==> config.mk <==
export PLATFORM = sky130hd
export DESIGN_NAME = alu_ctrl_mc_flat
export DESIGN_NICKNAME = d
export VERILOG_FILES = /design/src/rtl/alu_ctrl_mc_if.sv /design/src/rtl/alu_ctrl_mc.sv /design/src/flat_wrapper.sv
export SDC_FILE = /design/constraint.sdc
export NUM_CORES = 1
export LEC_CHECK = 0
export BUFFER_PORTS_ARGS = -buffer_cell sky130_fd_sc_hd__clkbuf_2
export CORE_UTILIZATION = 45
export CTS_BUF_LIST = sky130_fd_sc_hd__clkbuf_16
export CTS_CLUSTER_SIZE = 28
export DETAILED_ROUTE_END_ITERATION = 8
export PLACE_DENSITY = 0.84
export SLEW_MARGIN = 20
export SYNTH_ARGS = -nofsm -noshare
export SYNTH_HDL_FRONTEND = slang
export SYNTH_SLANG_ARGS = --single-unit
export TNS_END_PERCENT = 100
==> constraint.sdc <==
create_clock -name clk_i -period 1.7 [get_ports clk_i]
set_clock_uncertainty 0.05 [all_clocks]
set_input_delay 0.17 -clock clk_i [delete_from_list [all_inputs] [get_ports clk_i]]
set_output_delay 0.17 -clock clk_i [all_outputs]
set_load 0.03 [all_outputs]
==> src/rtl/alu_ctrl_mc_if.sv <==
// Decoder-to-EX handshake bundle for the registered ALU controller.
interface alu_ctrl_mc_if #(
    parameter int unsigned FUNCT_W = 6,
    parameter int unsigned CTRL_W  = 4
);
    logic               valid_i;
    logic [FUNCT_W-1:0] funct_i;
    logic [2:0]         ALUOp_i;
    logic               flush_i;
    logic               stall_o;
    logic               valid_o;
    logic [CTRL_W-1:0]  ALUCtrl_o;
    logic [2:0]         Bonus_o;
    logic               mc_start_o;
    logic               mc_busy_o;
    logic               illegal_o;

    // Decoder side: drives the op, watches stall.
    modport master (
        output valid_i, funct_i, ALUOp_i, flush_i,
        input  stall_o, valid_o, ALUCtrl_o, Bonus_o, mc_start_o, mc_busy_o, illegal_o
    );

    // Controller side.
    modport slave (
        input  valid_i, funct_i, ALUOp_i, flush_i,
        output stall_o, valid_o, ALUCtrl_o, Bonus_o, mc_start_o, mc_busy_o, illegal_o
    );
endinterface

==> src/rtl/alu_ctrl_mc.sv <==
// Registered ALU controller: decodes ALUOp/funct with one cycle of latency and
// sequences multi-cycle MUL/DIV with a start pulse and a busy down-counter.
module alu_ctrl_mc #(
    parameter int unsigned FUNCT_W = 6,
    parameter int unsigned CTRL_W  = 4,
    parameter int unsigned MUL_LAT = 4,
    parameter int unsigned DIV_LAT = 8,
    parameter int unsigned CNT_W   = 4
) (
    input logic         clk_i,
    input logic         rst_i,
    alu_ctrl_mc_if.slave bus
);

    typedef enum logic [1:0] {StIdle, StIssue, StMcRun} state_e;

    state_e             state_q, state_d;
    logic [CNT_W-1:0]   cnt_q, cnt_d;
    logic [CTRL_W-1:0]  ctrl_q, ctrl_d;
    logic [2:0]         bonus_q, bonus_d;
    logic               start_q, start_d;
    logic               illegal_q, illegal_d;

    logic [CTRL_W-1:0]  dec_code;
    logic [2:0]         dec_bonus;
    logic               dec_illegal;
    logic               dec_mc;
    logic [CNT_W-1:0]   dec_cnt;
    logic               funct_hi_nz;
    logic               stall;
    logic               accept;

    // Any funct bit above [5:0] set makes the op undecodable.
    assign funct_hi_nz = (bus.funct_i >> 6) != '0;
    assign stall       = (state_q == StMcRun) && (cnt_q != '0);
    assign accept      = bus.valid_i && !stall && !bus.flush_i;

    // Decode the presented op into a control code and sequencing class.
    always_comb begin
        dec_code    = '0;
        dec_bonus   = 3'b000;
        dec_illegal = 1'b0;
        dec_mc      = 1'b0;
        dec_cnt     = '0;
        unique case (bus.ALUOp_i)
            3'b000: begin
                if (funct_hi_nz) begin
                    dec_illegal = 1'b1;
                end else begin
                    case (bus.funct_i[5:0])
                        6'b100000: dec_code = CTRL_W'(4'b0010);
                        6'b100010: dec_code = CTRL_W'(4'b0011);
                        6'b100100: dec_code = CTRL_W'(4'b0000);
                        6'b100101: dec_code = CTRL_W'(4'b0001);
                        6'b101010: dec_code = CTRL_W'(4'b0100);
                        6'b000000: dec_code = CTRL_W'(4'b0101);
                        6'b000110: dec_code = CTRL_W'(4'b0110);
                        6'b011000: begin
                            dec_code = CTRL_W'(4'b1001);
                            dec_mc   = 1'b1;
                            dec_cnt  = CNT_W'(MUL_LAT - 1);
                        end
                        6'b011010: begin
                            dec_code = CTRL_W'(4'b1011);
                            dec_mc   = 1'b1;
                            dec_cnt  = CNT_W'(DIV_LAT - 1);
                        end
                        6'b001000: begin
                            dec_code  = CTRL_W'(4'b1010);
                            dec_bonus = 3'b100;
                        end
                        default: dec_illegal = 1'b1;
                    endcase
                end
            end
            3'b001: dec_code = CTRL_W'(4'b0010);
            3'b010: dec_code = CTRL_W'(4'b0100);
            3'b011: dec_code = CTRL_W'(4'b0111);
            3'b100: dec_code = CTRL_W'(4'b0010);
            3'b101: dec_code = CTRL_W'(4'b0001);
            3'b110: dec_code = CTRL_W'(4'b0011);
            3'b111: dec_code = CTRL_W'(4'b1010);
        endcase
    end

    // State and datapath registers with synchronous reset.
    always_ff @(posedge clk_i) begin
        if (rst_i) begin
            state_q   <= StIdle;
            cnt_q     <= '0;
            ctrl_q    <= '0;
            bonus_q   <= 3'b000;
            start_q   <= 1'b0;
            illegal_q <= 1'b0;
        end else begin
            state_q   <= state_d;
            cnt_q     <= cnt_d;
            ctrl_q    <= ctrl_d;
            bonus_q   <= bonus_d;
            start_q   <= start_d;
            illegal_q <= illegal_d;
        end
    end

    // Next-state: flush beats counting, counting beats accepting a new op.
    always_comb begin
        state_d   = StIdle;
        cnt_d     = '0;
        ctrl_d    = ctrl_q;
        bonus_d   = 3'b000;
        start_d   = 1'b0;
        illegal_d = 1'b0;
        if (bus.flush_i) begin
            state_d = StIdle;
        end else if (stall) begin
            state_d = StMcRun;
            cnt_d   = cnt_q - 1'b1;
        end else if (accept) begin
            if (dec_illegal) begin
                // Code register keeps the last good op.
                state_d   = StIssue;
                illegal_d = 1'b1;
            end else if (dec_mc) begin
                state_d = StMcRun;
                cnt_d   = dec_cnt;
                ctrl_d  = dec_code;
                start_d = 1'b1;
            end else begin
                state_d = StIssue;
                ctrl_d  = dec_code;
                bonus_d = dec_bonus;
            end
        end
    end

    // Outputs derived purely from registered state.
    always_comb begin
        bus.stall_o    = stall;
        bus.valid_o    = (state_q == StIssue) || ((state_q == StMcRun) && (cnt_q == '0));
        bus.ALUCtrl_o  = ctrl_q;
        bus.Bonus_o    = bonus_q;
        bus.mc_start_o = start_q;
        bus.mc_busy_o  = (state_q == StMcRun);
        bus.illegal_o  = illegal_q;
    end

endmodule
==> src/flat_wrapper.sv <==
// flat-port wrapper written by rule: the top's interface ports become plain ports
module alu_ctrl_mc_flat 
#(
    parameter int unsigned FUNCT_W = 6,
    parameter int unsigned CTRL_W  = 4,
    parameter int unsigned MUL_LAT = 4,
    parameter int unsigned DIV_LAT = 8,
    parameter int unsigned CNT_W   = 4
)
  (clk_i, rst_i, bus_valid_i, bus_funct_i, bus_ALUOp_i, bus_flush_i, bus_stall_o, bus_valid_o, bus_ALUCtrl_o, bus_Bonus_o, bus_mc_start_o, bus_mc_busy_o, bus_illegal_o);
  alu_ctrl_mc_if #(.FUNCT_W(FUNCT_W), .CTRL_W(CTRL_W)) bus_i ();
  input logic clk_i;
  input logic rst_i;
  input wire logic [$bits(bus_i.valid_i)-1:0] bus_valid_i;
  input wire logic [$bits(bus_i.funct_i)-1:0] bus_funct_i;
  input wire logic [$bits(bus_i.ALUOp_i)-1:0] bus_ALUOp_i;
  input wire logic [$bits(bus_i.flush_i)-1:0] bus_flush_i;
  output wire logic [$bits(bus_i.stall_o)-1:0] bus_stall_o;
  output wire logic [$bits(bus_i.valid_o)-1:0] bus_valid_o;
  output wire logic [$bits(bus_i.ALUCtrl_o)-1:0] bus_ALUCtrl_o;
  output wire logic [$bits(bus_i.Bonus_o)-1:0] bus_Bonus_o;
  output wire logic [$bits(bus_i.mc_start_o)-1:0] bus_mc_start_o;
  output wire logic [$bits(bus_i.mc_busy_o)-1:0] bus_mc_busy_o;
  output wire logic [$bits(bus_i.illegal_o)-1:0] bus_illegal_o;
  assign bus_i.valid_i = bus_valid_i;
  assign bus_i.funct_i = bus_funct_i;
  assign bus_i.ALUOp_i = bus_ALUOp_i;
  assign bus_i.flush_i = bus_flush_i;
  assign bus_stall_o = bus_i.stall_o;
  assign bus_valid_o = bus_i.valid_o;
  assign bus_ALUCtrl_o = bus_i.ALUCtrl_o;
  assign bus_Bonus_o = bus_i.Bonus_o;
  assign bus_mc_start_o = bus_i.mc_start_o;
  assign bus_mc_busy_o = bus_i.mc_busy_o;
  assign bus_illegal_o = bus_i.illegal_o;
  alu_ctrl_mc #(.FUNCT_W(FUNCT_W), .CTRL_W(CTRL_W), .MUL_LAT(MUL_LAT), .DIV_LAT(DIV_LAT), .CNT_W(CNT_W)) u_core (.clk_i(clk_i), .rst_i(rst_i), .bus(bus_i));
endmodule
==> metrics.md <==
| Metric | Value |
|---|---|
| Nets | `about 160` |
| Vias post-DR | `between 900 and 1000` |
| Final HPWL DP | `1713 um` |
| Syn_area_per_cell | `between 7 and 8 sq um` |
| Crit-path cells | `inv_2 -> ha_4 -> nor3b_4 -> buf_6 -> nand2_2 -> o21ai_1 -> buf_4` |
| Clock buffer depth | `2` |
| Status | `completed` |
| Clock root buffer | `clkbuf_16` |
| CP Launch Point | `u_core.cnt_q[1]` |
| Net Sw Frac | `a little under a quarter` |
| # setup viols final | `0` |
| Vias per inst | `5.514` |
| CP Capture Type | `primary output` |
| Routed Antenna Nets | `0` |
| Peak VDD IR | `0.0007120 V` |
| Post-Synth Adder-Cell Area | `approximately 1.5%` |
| Overall Global Routing Usage | `between 20% and 30%` |
| Die width | `approximately 46 um` |
| R2r endpoint | `u_core.bus.ALUCtrl_o[0]` |
| Routed WL | `between 2000 and 2500 um` |
| Drt pass-1 iters | `4` |
| Share of cells above drive strength 1 | `around two fifths` |
| Min-delay src | `bus_flush_i` |
| Sink Count | `13` |
| CTS tree | `yes` |
| Worst path slowest cell | `dfxtp_2` |
| Clock share of power | `a little under half` |
| Pwr dens | `about 730 nW/um^2` |
| Leakage | `roughly 0.54 nW` |
| FF-to-FF path depth | `7` |
| Initial drt markers | `24` |
| WL/cell | `around 13 um` |
| Clock-pin slew on the worst setup and hold paths | `approximately 0.040 ns` |
| Yosys reg bits | `13` |
| Critical Path RT | `1.48 ns` |
| Min-Delay Endpoint | `u_core.cnt_q[2]` |
| Antenna violations before repair | `0` |
| Largest net degree at the start of global routing | `12` |
| WHS Path Cells | `2` |
| Highest clock rate | `roughly 610 MHz` |
| Hold slack final | `between 0.1 and 0.15 ns` |
| Distinct cells, synth | `45` |
| Post-placement cell area | `approximately 1100 sq um` |
| Flop pwr share | `between 30% and 40%` |
| RSZ-0062 raised after global routing | `yes` |
| Area of the multi-input gates | `roughly 570 sq um` |
| Fillers | `roughly 130` |
| MaxCap Viol Count | `0` |
| Diodes inserted | `0` |
| R2R Setup Slk | `between 0.05 and 0.06 ns` |
| Pint | `0.6885 mW` |
| Area growth from synthesis to layout | `45.08%` |
| GRT overflow | `0` |
| Dpl ws | `-0.1641 ns` |
| Crit-path max cell delay | `0.32 ns` |
| Fin crit period | `approximately 1.6 ns` |
| Design area | `approximately 1200 sq um` |
| Final Hold Fails | `0` |
| Reg area | `262.8 sq um` |
| Commonest cells after routing, fill and taps aside | `clkbuf_2, buf_4, dfxtp_1` |
| H-tree depth | `1` |
| Sequential fraction of the synthesis area | `30.54%` |
| Period utilisation layout | `~97%` |
| Crit path buf inv count | `3` |
| DRC viols | `0` |
| Crit path DAT | `roughly 1.4 ns` |
| Final worst slack | `~0.051 ns` |
| YS warnings | `0` |
| Crit start category | `flip-flop` |
| Core area | `1745 sq um` |
| Die Height | `around 46 um` |
| Pins Over Slew Limit | `0` |
| Largest family of logic cells by synthesized area | `simple AND/OR/NAND/NOR gates` |
| Synth Instances | `roughly 110` |
| Setup TNS after final layout | `0 ns` |
| Final Wtd Congestion | `between 0.9 and 1` |
| Num CTS Buffers | `3` |
| Synth Area in Compound Gates | `24.67%` |
| Combinational share of power | `between 10% and 20%` |
| Cell Area, Synth | `between 800 and 900 sq um` |
| Psw | `0.2161 mW` |
| Initial Util | `48.82%` |
| Synth Area in XOR/XNOR | `under 10%` |
| Hold WC Path Type | `input port to flip-flop` |
| FP Rows | `15` |
| Crit Path Max Fanout | `2` |
| Global-route wire length before repair | `around 3600 um` |
| Crit-path leading delay family | `buffers and inverters` |
| Vias in the first global route | `roughly 830` |
| Mux share of post-synthesis cell area | `0%` |
| Post-Synth Simple-Gate Area | `just over 30%` |
| IO Pins | `25` |
| Insertion delay to the later sink of the worst-skew pair | `0.24 ns` |
| WS Path Type | `flip-flop to primary output` |
| I/O Buffers | `22` |
| Die area | `around 2100 sq um` |
| Most common cell after layout, fill and taps aside | `clkbuf_2` |
| Critical R2R Launch | `u_core.cnt_q[1]` |
==> power by group through the flow <==
stage               Sequential [mW]  Combinational [mW]  Clock, mW
floorplan                     0.332              0.0881          0
global placement              0.321               0.146          0
detailed placement            0.321               0.152          0
CTS                           0.316               0.154      0.441
global route                  0.316               0.170      0.452
finish                        0.316               0.157      0.431
==> worst max path at each step <==
stage	end	slack, ns	cells after the start
floorplan	u_core.bus.ALUCtrl_o[1]	-0.05	6
global placement	u_core.bus.ALUCtrl_o[1]	-0.12	6
detailed placement	u_core.bus.ALUCtrl_o[1]	-0.16	6
CTS	bus_valid_o	0.0009	7
global route	bus_valid_o	-0.02	7
finish	bus_valid_o	0.05	7
==> state kept, by name, summed over array words and instances, names as in the netlist <==
signal / count
u_core.bus.Bonus_o: 1
u_core.bus.ALUCtrl_o: 4
u_core.bus.mc_start_o: 1
u_core.state_q: 2
u_core.cnt_q: 4
u_core.bus.illegal_o: 1
==> through the flow <==
stage          util, %  instances  total power [mW]
2_1_floorplan        -        112            0.4197
3_3_place_gp     62.58        168            0.4670
3_5_place_dp     62.58        168            0.4733
4_1_cts          68.24        172            0.9102
5_1_grt          70.82        173            0.9384
6_report         70.82        173            0.9045
==> worst reg2reg max path, delay by kind of cell, from the launching register on <==
kind	cells	cell delay [ns]
flip-flops	1	0.32
AO/OA/AOI/OAI	2	0.40
adder cells (fa/ha/maj)	1	0.12
buffers and inverters	1	0.06
AND/OR/NAND/NOR	3	0.63
==> metal layers <==
metal	share of wire, %	track usage (%)	vias up
met5	0	0	-
met4	0.91	9.091	0
met3	5.1	7.143	4
met2	51	43.14	38
met1	42	27.98	445
li1	-	-	467
==> cells in the mapped netlist <==
cell | instances | area share (%)
inv_1 | 8 | 3.5
a21oi_1 | 3 | 1.8
o21ba_2 | 1 | 1.2
nor3_1 | 8 | 4.7
ha_1 | 1 | 1.5
xor2_1 | 1 | 1.0
a21boi_0 | 1 | 0.88
or4b_4 | 1 | 1.6
or2_2 | 2 | 1.5
nand3b_1 | 1 | 0.88
or4_1 | 1 | 0.88
and2_1 | 1 | 0.73
nand3_1 | 4 | 2.3
nor2_1 | 11 | 4.8
o2bb2ai_1 | 1 | 1.0
a311oi_2 | 1 | 1.8
nand4_1 | 1 | 0.73
nand2_1 | 7 | 3.1
xnor2_1 | 2 | 2.1
nor3b_1 | 1 | 0.88
dfxtp_1 | 13 | 31
o31ai_2 | 1 | 1.5
o21ba_1 | 1 | 1.2
nand2b_1 | 3 | 2.2
buf_1 | 1 | 0.44
nor4_1 | 1 | 0.73
o32a_1 | 1 | 1.2
o21ai_1 | 2 | 1.2
o21ai_0 | 8 | 4.7
a31oi_1 | 1 | 0.73
conb_1 | 1 | 0.44
nand4b_1 | 1 | 1.0
a31o_1 | 1 | 1.0
a311o_1 | 2 | 2.3
o31ai_1 | 1 | 0.88
buf_4 | 2 | 1.8
o31a_1 | 1 | 1.0
buf_2 | 1 | 0.59
or2_0 | 1 | 0.73
or3b_1 | 1 | 1.0
nor2b_1 | 4 | 2.9
a2111o_1 | 1 | 1.3
clkbuf_1 | 3 | 1.3
a21oi_2 | 1 | 1.0
buf_6 | 1 | 1.3
==> layout make-up <==
| type | instances | share of cell area (%) |
|---|---|---|
| clock buffers | 3 | 6.073 |
| repair buffers | 40 | 21.05 |
| inverters | 8 | 2.429 |
| well taps | 25 | 2.530 |
| clock inverters | 1 | 0.3036 |
| flip-flops and latches | 13 | 21.25 |
| multi-input cells | 83 | 46.36 |
==> logic make-up (layout without fill, tap and decap cells) <==
logic type / after synthesis / after routing
AOI/OAI and AO/OA: 28 / 28
xor gates and xnor gates: 3 / 3
adders and majority gates: 1 / 1
buffers and inverters: 16 / 52
DFF: 13 / 13
other: 1 / 2
and+or+nand+nor: 49 / 49
==> what timing repair did <==
action / CTS / global route
buffers inserted: 0 / 1
hold buffers: 0 / 0
endpoints found under the setup margin: 7 / 4
pin swaps: 0 / 1
gates resized for setup: 5 / 13
Note: power is estimated with default switching activity, not from simulation.
